File: src/rtl/fetch_pkg.sv
// Shared definitions for the fetch sequencer: datapath width, PC alignment
// mask and the fetch FSM state encoding.
package fetch_pkg;

  localparam int unsigned XLEN = 32;
  localparam logic [XLEN-1:0] ALIGN_MASK = 32'hFFFF_FFFC;

  typedef enum logic [2:0] {
    BOOT  = 3'd0,
    ISSUE = 3'd1,
    WAIT  = 3'd2,
    HOLD  = 3'd3,
    DRAIN = 3'd4
  } fetch_state_t;

  // Force a PC onto a word boundary.
  function automatic logic [XLEN-1:0] align_pc(input logic [XLEN-1:0] addr);
    return addr & ALIGN_MASK;
  endfunction

endpackage

File: src/rtl/fetch_hold_reg.sv
// Capture register for the instruction/PC pair presented to decode.
// Loads on 'load', otherwise holds; asynchronous active-high reset to zero.
module fetch_hold_reg
  import fetch_pkg::*;
(
  input  logic            clk,
  input  logic            rst,
  input  logic            load,
  input  logic [XLEN-1:0] instr_d,
  input  logic [XLEN-1:0] pc_d,
  output logic [XLEN-1:0] instr_q,
  output logic [XLEN-1:0] pc_q
);

  // Hold the last captured pair until the next load.
  always_ff @(posedge clk or posedge rst) begin
    if (rst) begin
      instr_q <= '0;
      pc_q    <= '0;
    end else if (load) begin
      instr_q <= instr_d;
      pc_q    <= pc_d;
    end
  end

endmodule

File: src/rtl/pc_next_seq.sv
// Next-PC sequencer / fetch controller feeding the PC register D input.
// One memory request per PC, pair held for decode under valid/ready,
// branch redirects take priority over the handshake.
// Optional build macro: MISALIGN_TRAP_EN adds sticky output misalign_err.
module pc_next_seq
  import fetch_pkg::*;
#(
  parameter logic [XLEN-1:0] RESET_PC = 32'h0000_0000,
  parameter logic [XLEN-1:0] PC_STEP  = 32'd4
) (
  input  logic            CLK,
  input  logic            RST,
  input  logic [XLEN-1:0] pc_cur,
  output logic [XLEN-1:0] pc_next,
  output logic            imem_req,
  output logic [XLEN-1:0] imem_addr,
  input  logic            imem_rvalid,
  input  logic [XLEN-1:0] imem_rdata,
  output logic            if_valid,
  input  logic            if_ready,
  output logic [XLEN-1:0] if_instr,
  output logic [XLEN-1:0] if_pc,
  input  logic            br_taken,
  input  logic [XLEN-1:0] br_target
`ifdef MISALIGN_TRAP_EN
  ,
  output logic            misalign_err
`endif
);

  fetch_state_t state_q, state_d;
  logic         redirect;
  logic         hold_load;

  // Redirects are ignored while booting.
  assign redirect = br_taken && (state_q != BOOT);

  // State register.
  always_ff @(posedge CLK or posedge RST) begin
    if (RST) state_q <= BOOT;
    else     state_q <= state_d;
  end

  // Next-state decode; redirect outranks the memory/decode handshakes.
  always_comb begin
    state_d = state_q;
    case (state_q)
      BOOT:  state_d = ISSUE;
      ISSUE: state_d = redirect ? DRAIN : WAIT;
      WAIT: begin
        if (redirect)         state_d = imem_rvalid ? ISSUE : DRAIN;
        else if (imem_rvalid) state_d = HOLD;
      end
      HOLD: begin
        if (redirect || if_ready) state_d = ISSUE;
      end
      DRAIN: begin
        if (!redirect && imem_rvalid) state_d = ISSUE;
      end
      default: state_d = BOOT;
    endcase
  end

  // Output decode; pc_next re-drives pc_cur whenever fetch must not advance.
  always_comb begin
    imem_req  = (state_q == ISSUE);
    imem_addr = pc_cur;
    if_valid  = (state_q == HOLD);
    hold_load = (state_q == WAIT) && imem_rvalid && !redirect;
    pc_next   = pc_cur;
    if (state_q == BOOT)                 pc_next = RESET_PC;
    else if (redirect)                   pc_next = align_pc(br_target);
    else if (state_q == HOLD && if_ready) pc_next = pc_cur + PC_STEP;
  end

  fetch_hold_reg u_hold (
    .clk     (CLK),
    .rst     (RST),
    .load    (hold_load),
    .instr_d (imem_rdata),
    .pc_d    (pc_cur),
    .instr_q (if_instr),
    .pc_q    (if_pc)
  );

`ifdef MISALIGN_TRAP_EN
  // Sticky flag for redirects to non-word-aligned targets; only reset clears it.
  always_ff @(posedge CLK or posedge RST) begin
    if (RST)                                misalign_err <= 1'b0;
    else if (redirect && br_target[1:0] != 2'b00) misalign_err <= 1'b1;
  end
`endif

endmodule

File: config.mk
export PLATFORM = sky130hd
export DESIGN_NAME = pc_next_seq
export DESIGN_NICKNAME = d
export VERILOG_FILES = /design/src/rtl/fetch_pkg.sv /design/src/rtl/fetch_hold_reg.sv /design/src/rtl/pc_next_seq.sv
export SDC_FILE = /design/constraint.sdc
export NUM_CORES = 1
export LEC_CHECK = 0
export ABC_AREA = 1
export BUFFER_PORTS_ARGS = -buffer_cell sky130_fd_sc_hd__buf_2
export CORE_UTILIZATION = 49
export DETAILED_ROUTE_END_ITERATION = 10
export HOLD_SLACK_MARGIN = 0.12
export PLACE_DENSITY_LB_ADDON = 0.05
export SYNTH_ARGS = -nofsm -noshare
export SYNTH_HDL_FRONTEND = slang
export SYNTH_HIERARCHICAL = 1
export SYNTH_SLANG_ARGS = --single-unit
File: constraint.sdc
create_clock -name CLK -period 4.05 [get_ports CLK]
set_input_delay 0.2025 -clock CLK [delete_from_list [all_inputs] [get_ports CLK]]
set_output_delay 0.2025 -clock CLK [all_outputs]
set_load 0.01 [all_outputs]
==> flow_summary.yaml, run 1 <==
power_and_ir_drop:
  p_sw_frac: 0.414
  p_total_mw: 3.11
  p_clk_frac: 0.192
  irDropWorstVdd_mv: 0.286
  p_switching_mw: 1.29
  p_leak_nw: 3.46
  p_per_area_nw_per_um2: 540
  p_comb_frac: 0.456
  intPower_mw: 1.82
  seqPwrFrac: 0.353
synth:
  postSynthCellCount: 634
  postSynth.asyncResetShare: 1.00
  ys_warn_count: 6
  ys_seq_area_frac: 0.390
  synth_top_cell_area_share: 0.390
  synthDistinctLibCells: 32
  synth_top_area_cell: "dfrtp_1"
  post-synth-top-count-cell: "nand2_1"
  synthTopCellsByCount: "nand2_1, dfrtp_1, nor2_1"
  synth_area_leaders: "dfrtp_1, nand2_1, buf_4"
  ys_ff_latch: 67
  netlist_area_um2: 4290
  synth-edff-count: 0
  synth_flop_cell: "dfrtp_1"
  syn_nets: 736
  syn_avg_cell_area_um2: 6.77
hold_path:
  hold_class: "input port to register"
sta:
  setup_viol: 0
  relSlewSlack: 0.278
  final_min_period_over_clock_period: 0.611
  finalHoldViolCount: 0
  tns_ps: 0
  final.min_clock_period_ps: 2480
  timing.fmax_mhz: 404
  worstMarginPinSlew_ps: 1080
  final.setup_skew_ps: 12.3
  rsz0062_at_grt: "no"
  slew_violations: 0
critical_path:
  required_ps: 3850
  crit_buf_inv: 3
  worst_path_most_repeated_cell: "nor2_1"
  criticalPathCategory: "register to primary output"
  start_kind: "register"
  crit_chain: "nor2_1 -> nand2_1 -> inv_2 -> nor2_8 -> inv_4 -> o21ai_1 -> a21oi_1 -> nor2_1 -> buf_2"
  cp_slowest_cell: "dfrtp_1"
  slowest_delay_ps: 450
  end_kind: "primary output"
  critPathMaxFanout: 19
  crit_arrival_ps: 2270
  critical-path-top-delay-family: "buffers and inverters"
final_layout:
  areaGrowthSynthToFinish_pct: 34.2
  layout-drive-gt1-share: 0.303
  nets: 961
  n_antenna_cell: 0
die:
  die_h_um: 95.6
  rows: 33
  initial_core_util: 0.515
  io_pins: 231
  fp.dieArea_um2: 9140
  die_w_um: 95.6
  core_um2: 8340
routing:
  avgViaCountPerCell: 4.76
  dr.pass1.iters: 5
  initialDrtViolationCount: 172
  via_count: 4608
  ant_nets: 0
  wl_um: 13000
  wire_per_inst_um: 13.4
  drc: 0
clock_tree:
  post_cts_resized: 0
  htree_num_levels: 3
  clk_pin_slew_worst_paths_ps: 80
  cts_root_buf: "clkbuf_8"
  cts_tree: "built"
  post-cts-setup-buffers: 0
  clock_latency_ps: 350
  numCtsBuffers: 9
  cts_sinks: 67
  hold_buffers: 36
  clockBufferDepth: 2
global_routing:
  grt_use_total: 0.287
  antenna_found_initial: 0
  grt_pass1_vias: 4238
  grt_max_degree: 65
  grt_pass1_wl_um: 20100
  globalRouteOverflowTotal: 0
placed_design:
  io_buffers: 228
  hpwl_um: 9190
  routabilityCongestion: 0.949
outcome:
  status: "finished clean"
flow_run:
  drv_cap: 0
## cell type report
type,count,area [um2]
Clock buffer,11,151
Clock inverter,5,60.1
Fill cell,726,2580
Inverter,54,205
Multi-Input combinational cell,461,2020
Sequential cell,67,1680
Tap cell,105,131
Timing Repair Buffer,266,1520
## metrics by stage
step | cells | setup WS [ps] | util | instance area [um2] | hold slack, ps
after global placement | 917 | 1990 | 0.622 | 5190 | 98.6
final | 969 | 1570 | 0.691 | 5760 | 129
after global routing | 969 | 1350 | 0.691 | 5760 | 121
after CTS | 969 | 1550 | 0.691 | 5760 | 123
after floorplan | 634 | 2250 | - | 4290 | -43.9
after detailed placement | 917 | 1940 | 0.622 | 5190 | 100
## power by group through the flow
stage	sequential, mW	clock [mW]	combinational [mW]
global route	1.14	0.638	1.59
CTS	1.09	0.608	1.43
detailed placement	1.10	0	1.40
finish	1.10	0.597	1.42
global placement	1.09	0	1.37
floorplan	1.25	0	0.666
## metal layers
layer	vias up	wire length (um)	global-route usage
li1	2357	-	-
met1	2056	5510	0.368
met2	182	6400	0.489
met3	13	875	0.0542
met4	0	164	0.0883
met5	-	0	0
## layout by cell type (no fill, tap or decap), drive strengths merged, types with 9 or more instances in the layout
cell	Yosys	layout
buf	43	230
clkbuf	9	11
dfrtp	67	67
dlygate4sd3	0	36
inv	52	53
nand2	313	313
nand3	29	29
nor2	68	68
o21ai	9	9
## cells by family (layout without fill, tap and decap cells)
logic type,count (synthesis),in the layout,synth area share
buffers and inverters,106,336,0.140
adders and majority gates,1,1,0.00291
DFF,67,67,0.390
xor gates and xnor gates,11,11,0.0224
AOI/OAI and AO/OA,20,20,0.0288
and+or+nand+nor,429,429,0.415
## registers in the layout, indices dropped and copies added, names as in the netlist
name and count:
u_hold/instr_q 32, u_hold/pc_q 32, state_q 3
## final timing paths
path,start,end,slack [ps],cells after the start
min reg2reg,u_hold/instr_q[26],u_hold/instr_q[26],470,2
min in group asynchronous,RST,state_q[2],280,3
max reg2reg,state_q[2],u_hold/instr_q[5],2160,8
min,pc_cur[31],u_hold/pc_q[31],130,3
max in group asynchronous,RST,u_hold/pc_q[5],2620,4
max,state_q[0],pc_next[4],1570,9
## worst reg2reg max path: cells and delay by family (launching register included)
kind / cells / cell delay [ps]
buffers and inverters: 3 / 730
and+or+nand+nor: 5 / 680
DFF: 1 / 410
Power figures use the tool's default switching activity.
==> run 2, diff against run 1 <==
--- a/config.mk
+++ b/config.mk
@@ -5,9 +5,9 @@
 export SDC_FILE = /design/constraint.sdc
 export NUM_CORES = 1
 export LEC_CHECK = 0
-export ABC_AREA = 1
+export ABC_AREA = 0
 export BUFFER_PORTS_ARGS = -buffer_cell sky130_fd_sc_hd__buf_2
-export CORE_UTILIZATION = 49
+export CORE_UTILIZATION = 45
 export DETAILED_ROUTE_END_ITERATION = 10
 export HOLD_SLACK_MARGIN = 0.12
 export PLACE_DENSITY_LB_ADDON = 0.05
==> constraint.sdc (replaced) <==
create_clock -name CLK -period 2.54 [get_ports CLK]
set_input_delay 0.127 -clock CLK [delete_from_list [all_inputs] [get_ports CLK]]
set_output_delay 0.127 -clock CLK [all_outputs]
set_load 0.01 [all_outputs]
==> flow_summary.yaml, run 2 <==
critical_path:
  r2r_cells: 4
  cp_slowest_cell: "dlygate4sd3_1"
  crit_chain: "dlygate4sd3_1 -> buf_2 -> and4_1 -> nand4_2 -> nor4_2 -> xnor2_1 -> a21oi_1 -> buf_2"
  worst_path_most_repeated_cell: "buf_2"
  critical-path-top-delay-family: "simple AND/OR/NAND/NOR gates"
  critPathMaxFanout: 7
  slowest_delay_ps: 530
  rrSetupSlack_ps: 650
  crit_buf_inv: 3
  end_kind: "primary output"
  crit_cells: 8
  required_ps: 2410
  criticalPathCategory: "input port to primary output"
  crit_arrival_ps: 2230
  start_kind: "input port"
sta:
  tns_ps: 0
  worstMarginPinSlew_ps: 842
  final_min_period_over_clock_period: 0.928
  rsz0062_at_grt: "no"
  finalHoldViolCount: 0
  slew_violations: 0
  final.min_clock_period_ps: 2360
  final.setup_skew_ps: 7.85
  setup_viol: 0
  timing.fmax_mhz: 424
  relSlewSlack: 0.439
clock_tree:
  cts_tree: "built"
  clk_pin_slew_worst_paths_ps: 70
  clockBufferDepth: 2
  numCtsBuffers: 9
  htree_num_levels: 3
  cts_root_buf: "clkbuf_8"
  clock_latency_ps: 340
  cts_sinks: 67
synth:
  synth_top_cell_area_share: 0.399
  postSynth.asyncResetShare: 1.00
  synthTopCellsByCount: "dfrtp_1, mux2_4, buf_4"
  ys_warn_count: 6
  post-synth-top-count-cell: "dfrtp_1"
  synthDistinctLibCells: 39
  syn_avg_cell_area_um2: 11.7
  synth-edff-count: 0
  postSynthCellCount: 360
  synth_top_area_cell: "dfrtp_1"
  synth_flop_cell: "dfrtp_1"
  synth_area_leaders: "dfrtp_1, mux2_4, buf_4"
  ys_ff_latch: 67
  netlist_area_um2: 4200
  ys_seq_area_frac: 0.399
  syn_nets: 462
power_and_ir_drop:
  p_leak_nw: 2.92
  irDropWorstVdd_mv: 0.474
  p_per_area_nw_per_um2: 928
placed_design:
  routabilityCongestion: 0.850
  hpwl_um: 7950
  dpl_cell_area_um2: 5120
  io_buffers: 228
  place_inst: 650
final_layout:
  nets: 717
  layout-drive-gt1-share: 0.537
  final_cell_area_um2: 5950
  final_cells: 729
  areaGrowthSynthToFinish_pct: 41.7
  largestRegisters: "u_hold/instr_q (32), u_hold/pc_q (32), state_q (3)"
  mostFrequentLayoutCells: "buf_2, dfrtp_1, dlygate4sd3_1"
  n_fill_cell: 702
  final_common_cell: "buf_2"
die:
  fp.dieArea_um2: 9720
  rows: 34
  core_um2: 8890
  initial_core_util: 0.472
  die_h_um: 98.6
  io_pins: 231
  die_w_um: 98.6
routing:
  avgViaCountPerCell: 4.95
  wl_um: 11800
  drc: 0
  dr.pass1.iters: 4
  ant_nets: 0
  wire_per_inst_um: 16.2
  initialDrtViolationCount: 114
  via_count: 3608
global_routing:
  grt_pass1_wl_um: 18500
  antenna_found_initial: 1
  grt_use_total: 0.244
  grt_max_degree: 65
  grt_pass1_vias: 3641
  globalRouteOverflowTotal: 0
flow_run:
  drv_cap: 0
outcome:
  status: "finished clean"
hold_path:
  whs_path_depth: 2
  hold_class: "input port to register"
[run 2: cell count changes after synthesis, sizes merged, moves of 14 or more]
| cell | before | now |
|---|---|---|
| a21oi | 2 | 24 |
| mux2 | 0 | 64 |
| nand3 | 29 | 11 |
| nor2 | 68 | 15 |
| nand2 | 313 | 12 |
| o21ai | 9 | 23 |
| xnor2 | 3 | 25 |
| inv | 52 | 8 |
[run 2: repair_timing]
action	4_1_cts	5_1_grt
resized for setup	1	2
setup endpoints to repair	1	7
hold buffers	62	0
hold endpoints to repair	127	0
setup buffers	0	0
[run 2: stage by stage]
| stage | setup slack, ps | utilization | hold slack [ps] | total power, mW |
|---|---|---|---|---|
| 3_5_place_dp | 329 | 0.576 | 19.6 | 4.57 |
| 3_3_place_gp | 446 | 0.576 | 14.3 | 4.54 |
| 6_report | 182 | 0.669 | 151 | 5.52 |
| 5_1_grt | 12.0 | 0.669 | 131 | 5.88 |
| 4_1_cts | 47.8 | 0.667 | 124 | 5.57 |
| 2_1_floorplan | 798 | - | -119 | 3.55 |
[run 2: final timing paths]
check                           startpoint               to
max                             pc_cur[11]      pc_next[31]
min                              pc_cur[8]   u_hold/pc_q[8]
max reg2reg                     state_q[2]  u_hold/pc_q[25]
min reg2reg                u_hold/pc_q[25]  u_hold/pc_q[25]
max in group asynchronous              RST   u_hold/pc_q[0]
min in group asynchronous              RST       state_q[1]
[run 2: power by group]
part           leakage [nW]  switching (mW)  internal [mW]
logic                  2.00            1.27           1.48
registers             0.825           0.307           1.60
clock network        0.0927           0.415          0.453
[run 2: cell type report]
cell class | instances | area (um2) | area share
Multi-Input combinational cell | 231 | 2070 | 0.348
Inverter | 9 | 33.8 | 0.00568
Clock buffer | 10 | 128 | 0.0215
Clock inverter | 6 | 63.8 | 0.0107
Tap cell | 108 | 135 | 0.0227
Antenna cell | 1 | 2.50 | 0.000421
Sequential cell | 67 | 1680 | 0.282
Timing Repair Buffer | 297 | 1840 | 0.309
[run 2: cell families after synthesis]
kind of cell	synth area share
simple gates	0.121
xor+xnor	0.0584
mux	0.237
buf+inv	0.113
compound gates	0.0679
fa+ha+maj	0.00298
flops	0.399
[run 2: metal layers]
metal | share of wire | vias to the layer above | GRT usage
li1 | - | 1745 | -
met1 | 0.42 | 1704 | 0.286
met2 | 0.51 | 146 | 0.444
met3 | 0.056 | 13 | 0.0553
met4 | 0.013 | 0 | 0.0758
met5 | 0 | - | 0
==> run 3, diff against run 2 <==
--- a/config.mk
+++ b/config.mk
@@ -9,6 +9,7 @@
 export BUFFER_PORTS_ARGS = -buffer_cell sky130_fd_sc_hd__buf_2
 export CORE_UTILIZATION = 45
 export DETAILED_ROUTE_END_ITERATION = 10
+export GPL_TIMING_DRIVEN = 0
 export HOLD_SLACK_MARGIN = 0.12
 export PLACE_DENSITY_LB_ADDON = 0.05
 export SYNTH_ARGS = -nofsm -noshare
==> flow_summary.yaml, run 3 (same netlist as run 2, synthesis figures left out) <==
hold_path:
  worstHoldStart: "pc_cur[5]"
  whs_path_depth: 2
  hold_class: "input port to register"
  hold_path_end: "u_hold/pc_q[5]"
power_and_ir_drop:
  irDropWorstVdd_mv: 0.386
  p_comb_frac: 0.498
  p_leak_nw: 3.14
  p_total_mw: 5.77
  p_clk_frac: 0.176
  intPower_mw: 3.70
  seqPwrFrac: 0.326
  p_switching_mw: 2.07
  p_per_area_nw_per_um2: 911
  p_sw_frac: 0.359
placed_design:
  post-place-ws_ps: 552
  routabilityCongestion: 0.867
  hpwl_um: 8940
  io_buffers: 227
  dpl_cell_area_um2: 5490
final_layout:
  multiInputGateArea_um2: 2050
  n_fill_cell: 662
  nets: 762
  largestRegisters: "u_hold/instr_q (32), u_hold/pc_q (32), state_q (3)"
  seqCellArea_um2: 1680
  n_antenna_cell: 0
  areaGrowthSynthToFinish_pct: 50.8
  final_cell_area_um2: 6330
  final_common_cell: "buf_2"
  layout-drive-gt1-share: 0.556
  mostFrequentLayoutCells: "buf_2, dfrtp_1, dlygate4sd3_1"
sta:
  final.min_clock_period_ps: 2440
  relSlewSlack: 0.200
  finalHoldViolCount: 0
  worstMarginPinSlew_ps: 1190
  final.setup_skew_ps: 6.92
  setup_ws_ps: 101
  hold_ws_ps: 143
  slew_violations: 0
  rsz0062_at_grt: "no"
  tns_ps: 0
  setup_viol: 0
  final_min_period_over_clock_period: 0.960
  timing.fmax_mhz: 410
critical_path:
  r2r-start: "state_q[2]"
  rrSetupSlack_ps: 710
  crit_arrival_ps: 2310
  r2r_cells: 6
  r2r_end: "u_hold/pc_q[23]"
  required_ps: 2410
  criticalPathCategory: "input port to primary output"
  critPathMaxFanout: 7
  end_kind: "primary output"
  start_kind: "input port"
clock_tree:
  cts_sinks: 67
  numCtsBuffers: 9
  cts_tree: "built"
  htree_num_levels: 3
  clock_latency_ps: 340
  cts_root_buf: "clkbuf_8"
  clockBufferDepth: 2
  post-cts-setup-buffers: 0
  clk_pin_slew_worst_paths_ps: 80
flow_run:
  drv_cap: 0
die:
  rows: 34
  core_um2: 8890
  initial_core_util: 0.472
  fp.dieArea_um2: 9720
  die_h_um: 98.6
  die_w_um: 98.6
  io_pins: 231
routing:
  wl_um: 12700
  initialDrtViolationCount: 139
  via_count: 3860
  drc: 0
  wire_per_inst_um: 16.4
  ant_nets: 0
  avgViaCountPerCell: 4.99
  dr.pass1.iters: 4
global_routing:
  antenna_found_initial: 0
  grt_pass1_wl_um: 20200
  grt_max_degree: 36
  grt_pass1_vias: 3925
  grt_use_total: 0.266
  globalRouteOverflowTotal: 0
outcome:
  status: "finished clean"
[run 3: changes by cell type in the layout (fill, tap and decap cells not counted), moves of 2 or more]
cell      before  now
buf_12         2    7
buf_2        228  231
buf_4          5   33
buf_6          0    2
clkbuf_1       1    8
clkinv_4       0    2
nor3_1         9   11
nor3_2         3    1
[run 3: final cells by class]
type / instances / share of cell area
tap: 108 / 0.0213
sequential: 67 / 0.265
clock buffer: 9 / 0.0196
clock inverter: 7 / 0.0160
inverter: 9 / 0.00534
multi-input combinational: 231 / 0.324
timing repair buffer: 289 / 0.279
buffer: 53 / 0.0696
[run 3: how the worst max path moves through the flow]
stage | end | startpoint | cells past startpoint
2_1_floorplan | pc_next[29] | state_q[2] | 7
3_3_place_gp | u_hold/instr_q[9] | RST | 2
3_5_place_dp | pc_next[31] | state_q[2] | 8
4_1_cts | pc_next[30] | pc_cur[8] | 8
5_1_grt | pc_next[23] | pc_cur[8] | 8
6_report | pc_next[23] | pc_cur[8] | 8
[run 3: power groups by stage]
stage | registers, mW | clock network (mW) | logic, mW
final | 1.88 | 1.01 | 2.87
after global routing | 1.96 | 1.08 | 3.08
after CTS | 1.88 | 1.04 | 2.87
after detailed placement | 1.88 | 0 | 2.79
after global placement | 1.86 | 0 | 2.75
after floorplan | 2.13 | 0 | 1.41
[run 3: what timing repair did]
action                                  4_1_cts  5_1_grt
endpoints found under the setup margin        0        1
hold buffers                                 61        0
hold endpoints to repair                     92        0
gates resized for setup                       0        1
[run 3: per-stage QoR]
step,cells,util
finish,773,0.712
global placement,695,0.615
global route,773,0.712
detailed placement,696,0.618
floorplan,360,-
CTS,773,0.712
[run 3: metal layers]
| layer | GRT usage | vias up | routed length [um] |
|---|---|---|---|
| met5 | 0 | - | 0 |
| met4 | 0.0941 | 0 | 236 |
| met3 | 0.0546 | 22 | 794 |
| met2 | 0.471 | 162 | 6410 |
| met1 | 0.323 | 1837 | 5250 |
| li1 | - | 1839 | - |
[run 3: worst max-delay path: stages]
cell and delay (ps):
dlygate4sd3_1 520, buf_2 180, and4_1 340, nand4_2 290
nor3_1 320, a31oi_1 140, o41ai_2 210, buf_2 190
